$ cat src/rtl/lap_stopwatch_core.sv
// Stopwatch / countdown core: DIGITS-wide BCD count with tick prescaler,
// up/down direction, preset load, lap freeze and blinking expiry indication.
module lap_stopwatch_core #(
  parameter int TICK_DIV    = 5000000,
  parameter int DIGITS      = 4,
  parameter int FLASH_TICKS = 5
) (
  input  logic                i_clk,
  input  logic                i_reset,
  input  logic                i_start,
  input  logic                i_stop,
  input  logic                i_up,
  input  logic                i_load,
  input  logic [4*DIGITS-1:0] i_preset,
  input  logic                i_lap,
  output logic [4*DIGITS-1:0] o_count_bcd,
  output logic [4*DIGITS-1:0] o_display_bcd,
  output logic                o_running,
  output logic                o_expired,
  output logic                o_blank,
  output logic                o_lap_active,
  output logic                o_wrap
);

  localparam int CW = 4 * DIGITS;
  localparam int PW = (TICK_DIV > 2) ? $clog2(TICK_DIV) : 1;
  localparam int FW = (FLASH_TICKS > 1) ? $clog2(FLASH_TICKS) : 1;
  localparam logic [PW-1:0] PRESC_LAST = PW'(TICK_DIV - 1);
  localparam logic [PW-1:0] PRESC_ONE  = PW'(1);
  localparam logic [FW-1:0] FLASH_LAST = FW'(FLASH_TICKS - 1);
  localparam logic [FW-1:0] FLASH_ONE  = FW'(1);

  typedef enum logic [1:0] {
    ST_IDLE    = 2'd0,
    ST_RUN     = 2'd1,
    ST_PAUSED  = 2'd2,
    ST_EXPIRED = 2'd3
  } state_t;

  // Returns {carry_out, value + 1} in BCD.
  function automatic logic [CW:0] bcd_inc(input logic [CW-1:0] v);
    logic [CW-1:0] r;
    logic          c;
    r = v;
    c = 1'b1;
    for (int i = 0; i < DIGITS; i++) begin
      if (c && (v[4*i +: 4] >= 4'd9)) begin
        r[4*i +: 4] = 4'd0;
      end else if (c) begin
        r[4*i +: 4] = v[4*i +: 4] + 4'd1;
        c           = 1'b0;
      end else begin
        r[4*i +: 4] = v[4*i +: 4];
      end
    end
    return {c, r};
  endfunction

  function automatic logic [CW-1:0] bcd_dec(input logic [CW-1:0] v);
    logic [CW-1:0] r;
    logic          b;
    r = v;
    b = 1'b1;
    for (int i = 0; i < DIGITS; i++) begin
      if (b && (v[4*i +: 4] == 4'd0)) begin
        r[4*i +: 4] = 4'd9;
      end else if (b) begin
        r[4*i +: 4] = v[4*i +: 4] - 4'd1;
        b           = 1'b0;
      end else begin
        r[4*i +: 4] = v[4*i +: 4];
      end
    end
    return r;
  endfunction

  // Non-decimal preset digits are clamped to 9.
  function automatic logic [CW-1:0] bcd_sat(input logic [CW-1:0] v);
    logic [CW-1:0] r;
    for (int i = 0; i < DIGITS; i++) begin
      if (v[4*i +: 4] > 4'd9) begin
        r[4*i +: 4] = 4'd9;
      end else begin
        r[4*i +: 4] = v[4*i +: 4];
      end
    end
    return r;
  endfunction

  state_t        r_state;
  logic [CW-1:0] r_count;
  logic [CW-1:0] r_snap;
  logic          r_lap;
  logic          r_dir;
  logic [PW-1:0] r_presc;
  logic [FW-1:0] r_flash;
  logic          r_blank;

  state_t        w_state_nx;
  logic [CW-1:0] w_count_nx;
  logic [CW-1:0] w_snap_nx;
  logic          w_lap_nx;
  logic          w_dir_nx;
  logic [PW-1:0] w_presc_nx;
  logic [FW-1:0] w_flash_nx;
  logic          w_blank_nx;
  logic          w_wrap_nx;

  logic [CW:0]   w_inc;
  logic [CW-1:0] w_dec;
  logic [CW-1:0] w_preset_sat;
  logic          w_tick;
  logic          w_expire;
  logic          w_start_ok;

  assign w_inc        = bcd_inc(r_count);
  assign w_dec        = bcd_dec(r_count);
  assign w_preset_sat = bcd_sat(i_preset);
  assign w_tick       = (r_presc == PRESC_LAST);
  assign w_expire     = w_tick && !r_dir && (w_dec == '0);
  // Outside RUN the direction register is transparent, so i_up is the effective direction.
  assign w_start_ok   = i_start && !i_stop && (i_up || (r_count != '0));

  // Next-state logic for the controller, count, lap and flash machinery.
  always_comb begin
    w_state_nx = r_state;
    w_count_nx = r_count;
    w_snap_nx  = r_snap;
    w_lap_nx   = r_lap;
    w_presc_nx = r_presc;
    w_flash_nx = r_flash;
    w_blank_nx = r_blank;
    w_wrap_nx  = 1'b0;
    w_dir_nx   = i_up;
    case (r_state)
      ST_RUN: begin
        w_dir_nx = r_dir;
        if (w_tick) begin
          w_presc_nx = '0;
        end else begin
          w_presc_nx = r_presc + PRESC_ONE;
        end
        if (i_lap && r_lap) begin
          w_lap_nx = 1'b0;
        end else if (i_lap) begin
          w_snap_nx = r_count;
          w_lap_nx  = 1'b1;
        end else begin
          w_lap_nx = r_lap;
        end
        if (w_tick && r_dir) begin
          w_count_nx = w_inc[CW-1:0];
          w_wrap_nx  = w_inc[CW];
        end else if (w_tick) begin
          w_count_nx = w_dec;
        end else begin
          w_count_nx = r_count;
        end
        if (w_expire) begin
          w_state_nx = ST_EXPIRED;
          w_lap_nx   = 1'b0;
          w_blank_nx = 1'b1;
          w_flash_nx = '0;
        end else if (i_stop) begin
          w_state_nx = ST_PAUSED;
        end else begin
          w_state_nx = ST_RUN;
        end
      end
      ST_IDLE, ST_PAUSED, ST_EXPIRED: begin
        if ((r_state == ST_EXPIRED) && w_tick) begin
          w_presc_nx = '0;
          if (r_flash == FLASH_LAST) begin
            w_flash_nx = '0;
            w_blank_nx = ~r_blank;
          end else begin
            w_flash_nx = r_flash + FLASH_ONE;
          end
        end else if (r_state == ST_EXPIRED) begin
          w_presc_nx = r_presc + PRESC_ONE;
        end else begin
          w_presc_nx = r_presc;
        end
        if (i_lap) begin
          w_lap_nx = 1'b0;
        end else begin
          w_lap_nx = r_lap;
        end
        if (i_load) begin
          w_count_nx = w_preset_sat;
          w_lap_nx   = 1'b0;
          w_blank_nx = 1'b0;
          w_state_nx = ST_IDLE;
        end else if (w_start_ok) begin
          w_presc_nx = '0;
          w_flash_nx = '0;
          w_blank_nx = 1'b0;
          w_state_nx = ST_RUN;
        end else begin
          w_state_nx = r_state;
        end
      end
      default: begin
        w_state_nx = ST_IDLE;
      end
    endcase
  end

  // State and output registers; outputs are derived from next-state values.
  always_ff @(posedge i_clk) begin
    if (i_reset) begin
      r_state       <= ST_IDLE;
      r_count       <= '0;
      r_snap        <= '0;
      r_lap         <= 1'b0;
      r_dir         <= 1'b1;
      r_presc       <= '0;
      r_flash       <= '0;
      r_blank       <= 1'b0;
      o_display_bcd <= '0;
      o_running     <= 1'b0;
      o_expired     <= 1'b0;
      o_wrap        <= 1'b0;
    end else begin
      r_state       <= w_state_nx;
      r_count       <= w_count_nx;
      r_snap        <= w_snap_nx;
      r_lap         <= w_lap_nx;
      r_dir         <= w_dir_nx;
      r_presc       <= w_presc_nx;
      r_flash       <= w_flash_nx;
      r_blank       <= w_blank_nx;
      o_display_bcd <= w_lap_nx ? w_snap_nx : w_count_nx;
      o_running     <= (w_state_nx == ST_RUN);
      o_expired     <= (w_state_nx == ST_EXPIRED);
      o_wrap        <= w_wrap_nx;
    end
  end

  assign o_count_bcd  = r_count;
  assign o_blank      = r_blank;
  assign o_lap_active = r_lap;

endmodule

$ cat config.mk
export PLATFORM = sky130hd
export DESIGN_NAME = lap_stopwatch_core
export DESIGN_NICKNAME = d
export VERILOG_FILES = /design/src/rtl/lap_stopwatch_core.sv
export SDC_FILE = /design/constraint.sdc
export NUM_CORES = 1
export LEC_CHECK = 0
export BUFFER_PORTS_ARGS = -buffer_cell sky130_fd_sc_hd__buf_2
export CAP_MARGIN = 20
export CORE_MARGIN = 10
export CORE_UTILIZATION = 64
export DETAILED_ROUTE_END_ITERATION = 8
export GPL_TIMING_DRIVEN = 0
export MAX_ROUTING_LAYER = met4
export PLACE_DENSITY = 0.86
export SLEW_MARGIN = 20
export SYNTH_ARGS = -nofsm -noshare
export SYNTH_HDL_FRONTEND = slang
export SYNTH_SLANG_ARGS = --single-unit
$ cat constraint.sdc
create_clock -name i_clk -period 7.2 [get_ports i_clk]
set_input_delay 1.44 -clock i_clk [delete_from_list [all_inputs] [get_ports i_clk]]
set_output_delay 1.44 -clock i_clk [all_outputs]
set_load 0.01 [all_outputs]
* Word level (Yosys, flattened, before mapping) *
Index checks and enable logic that the tools add are counted.

operators by class
  multiplexer cells = 61
  bitwise logic cells = 4
  eq/ne operators = 10
  reduce and logical (&&, ||, !) cells = 26
  order comparisons = 8
  add/sub/neg operators = 10

operators with widths
  kind                   count
  $mux 23                5
  $mux 16                7
  $mux 4                 18
  $pmux 23 s2            1
  $pmux 16 s2            1
  $add 23x1->23 const B  1
  $eq 23x23->1 const B   1
  $add 4x1->4 const B    4
  $ge 4x4->1 const B     4
  $gt 4x4->1 const B     4
  $logic_not 16->1       1
  $logic_not 4->1        4
  $mux 1                 16
  $reduce_bool 16->1     1
  $sub 4x1->4 const B    4
  $mux 3                 5
  $logic_and 1x1->1      13
  $mux 2                 4
  $ne 4x4->1 const B     2
  $eq 2x2->1 const B     3
  $pmux 3 s2             1
  $eq 2x1->1 const B     2
  $not 1->1              4
  $pmux 1 s2             2
  other kinds (10)       11

storage, ports and cells
  input port bits = 23
  logic and storage cells = 131
  output and inout port bits = 37
  register bits = 82

* Longest topological paths before layout *
  word-level depth = 13
  mapped depth = 15
  gate-level depth less buffers = 10

* Worst setup path after synthesis *
No wires, ideal clock.

  kind = input-to-reg
  start point = in i_lap
  end point = reg o_display_bcd[5]
  path slack = 3837 ps
  required time = 7065 ps
  library setup time = 135 ps
  path buffers = 1
  stages = 5
  arrival = 3228 ps
  cells stage by stage = ha_1 nor3_1 clkbuf_1 mux2i_1 a2bb2oi_2

between the ends
  longest elaborated chain between the ends = 5
  elaborated cells on any way between the ends = 11
  those cells by class = mux (10); reduce/logical (1)

RTL lines
  what                                                line      RTL
  from (decl)                                         15        input logic i_lap,
  $mux 1 / $logic_and 1x1->1 (equally long branches)  145, 143
  $mux 1                                              143       if (i_lap && r_lap) begin
  $mux 1                                              159       if (w_expire) begin
  $pmux 1 s2                                          135       case (r_state)
  $mux 16 *                                           233       o_display_bcd <= w_lap_nx ? w_snap_nx : w_count_nx;
  to (signal assigned)                                233
  to (decl)                                           17        output logic [4*DIGITS-1:0] o_display_bcd,

Every way passes the cells marked *; elsewhere a longest branch is shown, timed or not.
A chain may end at the register's enable or synchronous reset.

* Worst setup path after layout *
  start point = reg r_count[4], in the netlist o_count_bcd[4]
  end point = reg o_display_bcd[5]

between the ends
  longest elaborated chain between the ends = 12
  elaborated cells on any way between the ends = 26
  those cells by class = add/sub (2); order compare (1); mux (16); reduce/logical (7)

RTL lines
  what                                                line    RTL
  from (decl)                                         91      logic [CW-1:0] r_count;
  from (signal assigned)                              226     r_count <= w_count_nx;
  $logic_not 4->1                                     65      if (b && (v[4*i +: 4] == 4'd0)) begin
  $logic_and 1x1->1                                   65
  $mux 1                                              65
  $logic_and 1x1->1                                   65
  $mux 1                                              65
  $mux 4 / $logic_and 1x1->1 (equally long branches)  67, 65
  $mux 4                                              65
  $logic_not 16->1                                    120     assign w_expire = w_tick && !r_dir && (w_dec == '0);
  $logic_and 1x1->1                                   120
  $mux 1                                              159
  $pmux 1 s2                                          135
  $mux 16 *                                           233

Marked as above.

==> qor.yml <==
drc: 0
whs_ns: 0.475
nNetsFinal: 743
synth_area_sq_um: 5070
finalSetupViolations: 0
ys_seq_area_share_pct: 32.4
syn2layout_area_growth_pct: 12.0
portBuffers: 59
timing.setup.tns_ns: 0
timing.final.max_slew_violations: 0
postLayoutCellArea_sq_um: 5680
power.leakage_uw: 0.00212
max_slew.worst_pin.slew_ns: 0.890
regArea_sq_um: 1640
postCtsSetupBuffers: 0
vias: 5205
clk_pin_slew_ns: 0.09
gp_congestion: 1.03
grt_use_total_pct: 28.0
clock_path_buffers: 2
critPathMaxFanout: 10
dp_hpwl_um: 12100
layout_commonest_cell: "dfxtp_1"
maxCapViolCount: 0
clock_skew_ns: 0.0137
period_needed_ns: 4.17
crit_path_start_kind: "flip-flop"
status: "completed"
ys_seq_elements: 82
first_iter_violations: 436
viasPerCell: 6.47
crit_path_end_kind: "flip-flop"
synthArstFlopShare_pct: 0
synth_cells: 629
yosys_warnings: 0
clock_latency_ns: 0.36
numCtsBuffers: 9
r2r_slack_ns: 3.03
antenna_found_initial: 0
n_antenna_cell: 0
post_dp_cell_area_sq_um: 5500
path_class: "flip-flop to flip-flop"
avgSynthCellArea_sq_um: 8.07
crit_required_ns: 7.41
num_rows: 32
critPathArrivalTime_ns: 4.38
grt_pass1_wl_um: 25600
die_h_um: 109
finalCritPeriodShare_pct: 57.9
die_w_um: 109
final_hold_viol_count: 0
synth.distinct_cells: 80
cts_root_buf: "clkbuf_8"
synth_nets: 673
ctsResizeCount: 0
die-area_sq_um: 11900
firstDrtPassIters: 6
ir_drop_v: 0.000140
ant_nets: 0
synth_flop_cell: "dfxtp_1"
cts_tree: "done"
fin_util_pct: 73.5
max_freq_mhz: 240
fillerInstances: 624
ios: 60
rsz0062_at_grt: "false"
hold_path_class: "flip-flop to flip-flop"
hold_buffers: 0
grt_max_degree: 14
worst_slew_margin_rel_pct: 40.7
multiInputGateArea_sq_um: 3150
finalWirelength_um: 16000
synth_edf_count: 0
final_cell_mix: "82 x dfxtp_1, 69 x nor2_1, 64 x buf_2"
start_util_pct: 65.7
cts_num_sinks: 82
cts_max_level: 3
power_per_cell_area_nw_per_um2: 183
first_global_vias: 4876
routedWlPerCell_um: 20.0
core_area_sq_um: 7730
drive_gt1_share_pct: 16.2
globalRouteOverflowTotal: 0
==> area by class of cell <==
cell class	instances	share of cell area (%)
Tap cell	102	2.25
Sequential cell	82	28.9
Buffer	44	3.41
Clock inverter	5	0.991
Timing Repair Buffer	59	5.20
Inverter	26	1.72
Multi-Input combinational cell	477	55.4
Clock buffer	9	2.18
==> cells in the mapped netlist (13+ instances only) <==
library cell,count,share of area [%]
dfxtp_1,82,32
o21ai_0,48,4.7
ha_1,21,5.2
a211oi_1,13,1.9
mux2i_1,19,3.7
nand2_1,47,3.5
nor3_1,13,1.3
a21oi_1,53,5.2
nand3_1,24,2.4
clkbuf_1,33,2.4
inv_1,26,1.9
nor2_1,69,5.1
==> metrics by stage <==
step | total power, uW | setup slack [ns] | std cells
floorplan | 644 | 3.84 | 629
global placement | 714 | 3.16 | 790
detailed placement | 719 | 3.12 | 790
CTS | 1030 | 3.09 | 804
global route | 1080 | 2.77 | 804
finish | 1040 | 3.03 | 804
==> path summary, 6_finish.rpt <==
path / cells after the start / start / end
worst max-delay path: 13 / o_count_bcd[4] / o_display_bcd[5]
worst max register to register: 13 / o_count_bcd[4] / o_display_bcd[5]
worst min register to register: 2 / r_presc[22] / r_presc[22]
worst min-delay path: 2 / r_presc[22] / r_presc[22]
==> report_power, final <==
part	internal, uW	leakage, uW	switching [uW]	total (uW)
Combinational	81.7	0.00136	148	230
Clock	157	0.0000913	169	325
Sequential	472	0.000668	13.2	485
==> cells by family after synthesis <==
family | share of synthesized area (%)
AO/OA/AOI/OAI | 26.9
XOR/XNOR | 0.173
adder cells (fa/ha/maj) | 5.18
buffers and inverters | 5.75
multiplexers | 3.97
AND/OR/NAND/NOR | 25.7
flip-flops | 32.4
==> critical path: stages, from the launching register on <==
cell and delay (ns):
dfxtp_1 0.40, clkbuf_1 0.35, inv_1 0.19, ha_1 0.24, or3b_1 0.32, nand3_1 0.11
a2111oi_0 0.66, o211ai_1 0.25, a2111oi_4 0.57, o31ai_4 0.23, and2b_1 0.24, buf_6 0.14
buf_8 0.15, a2bb2oi_2 0.16
==> sequential cells by signal, indices dropped and copies added, names as in the netlist, 2 cells and up <==
signal,cells
r_presc,23
o_count_bcd,16
o_display_bcd,16
r_snap,16
r_flash,3
r_state,2
==> layer usage <==
metal  GRT usage (%)  part of all wire, %  up-vias
met3            4.96                  9.3       29
met5               -                    0        -
li1                -                    -     2464
met1            36.8                   43     2464
met4            9.13                  1.8        0
met2            42.5                   46      248
(Power assumes the default switching activity.)
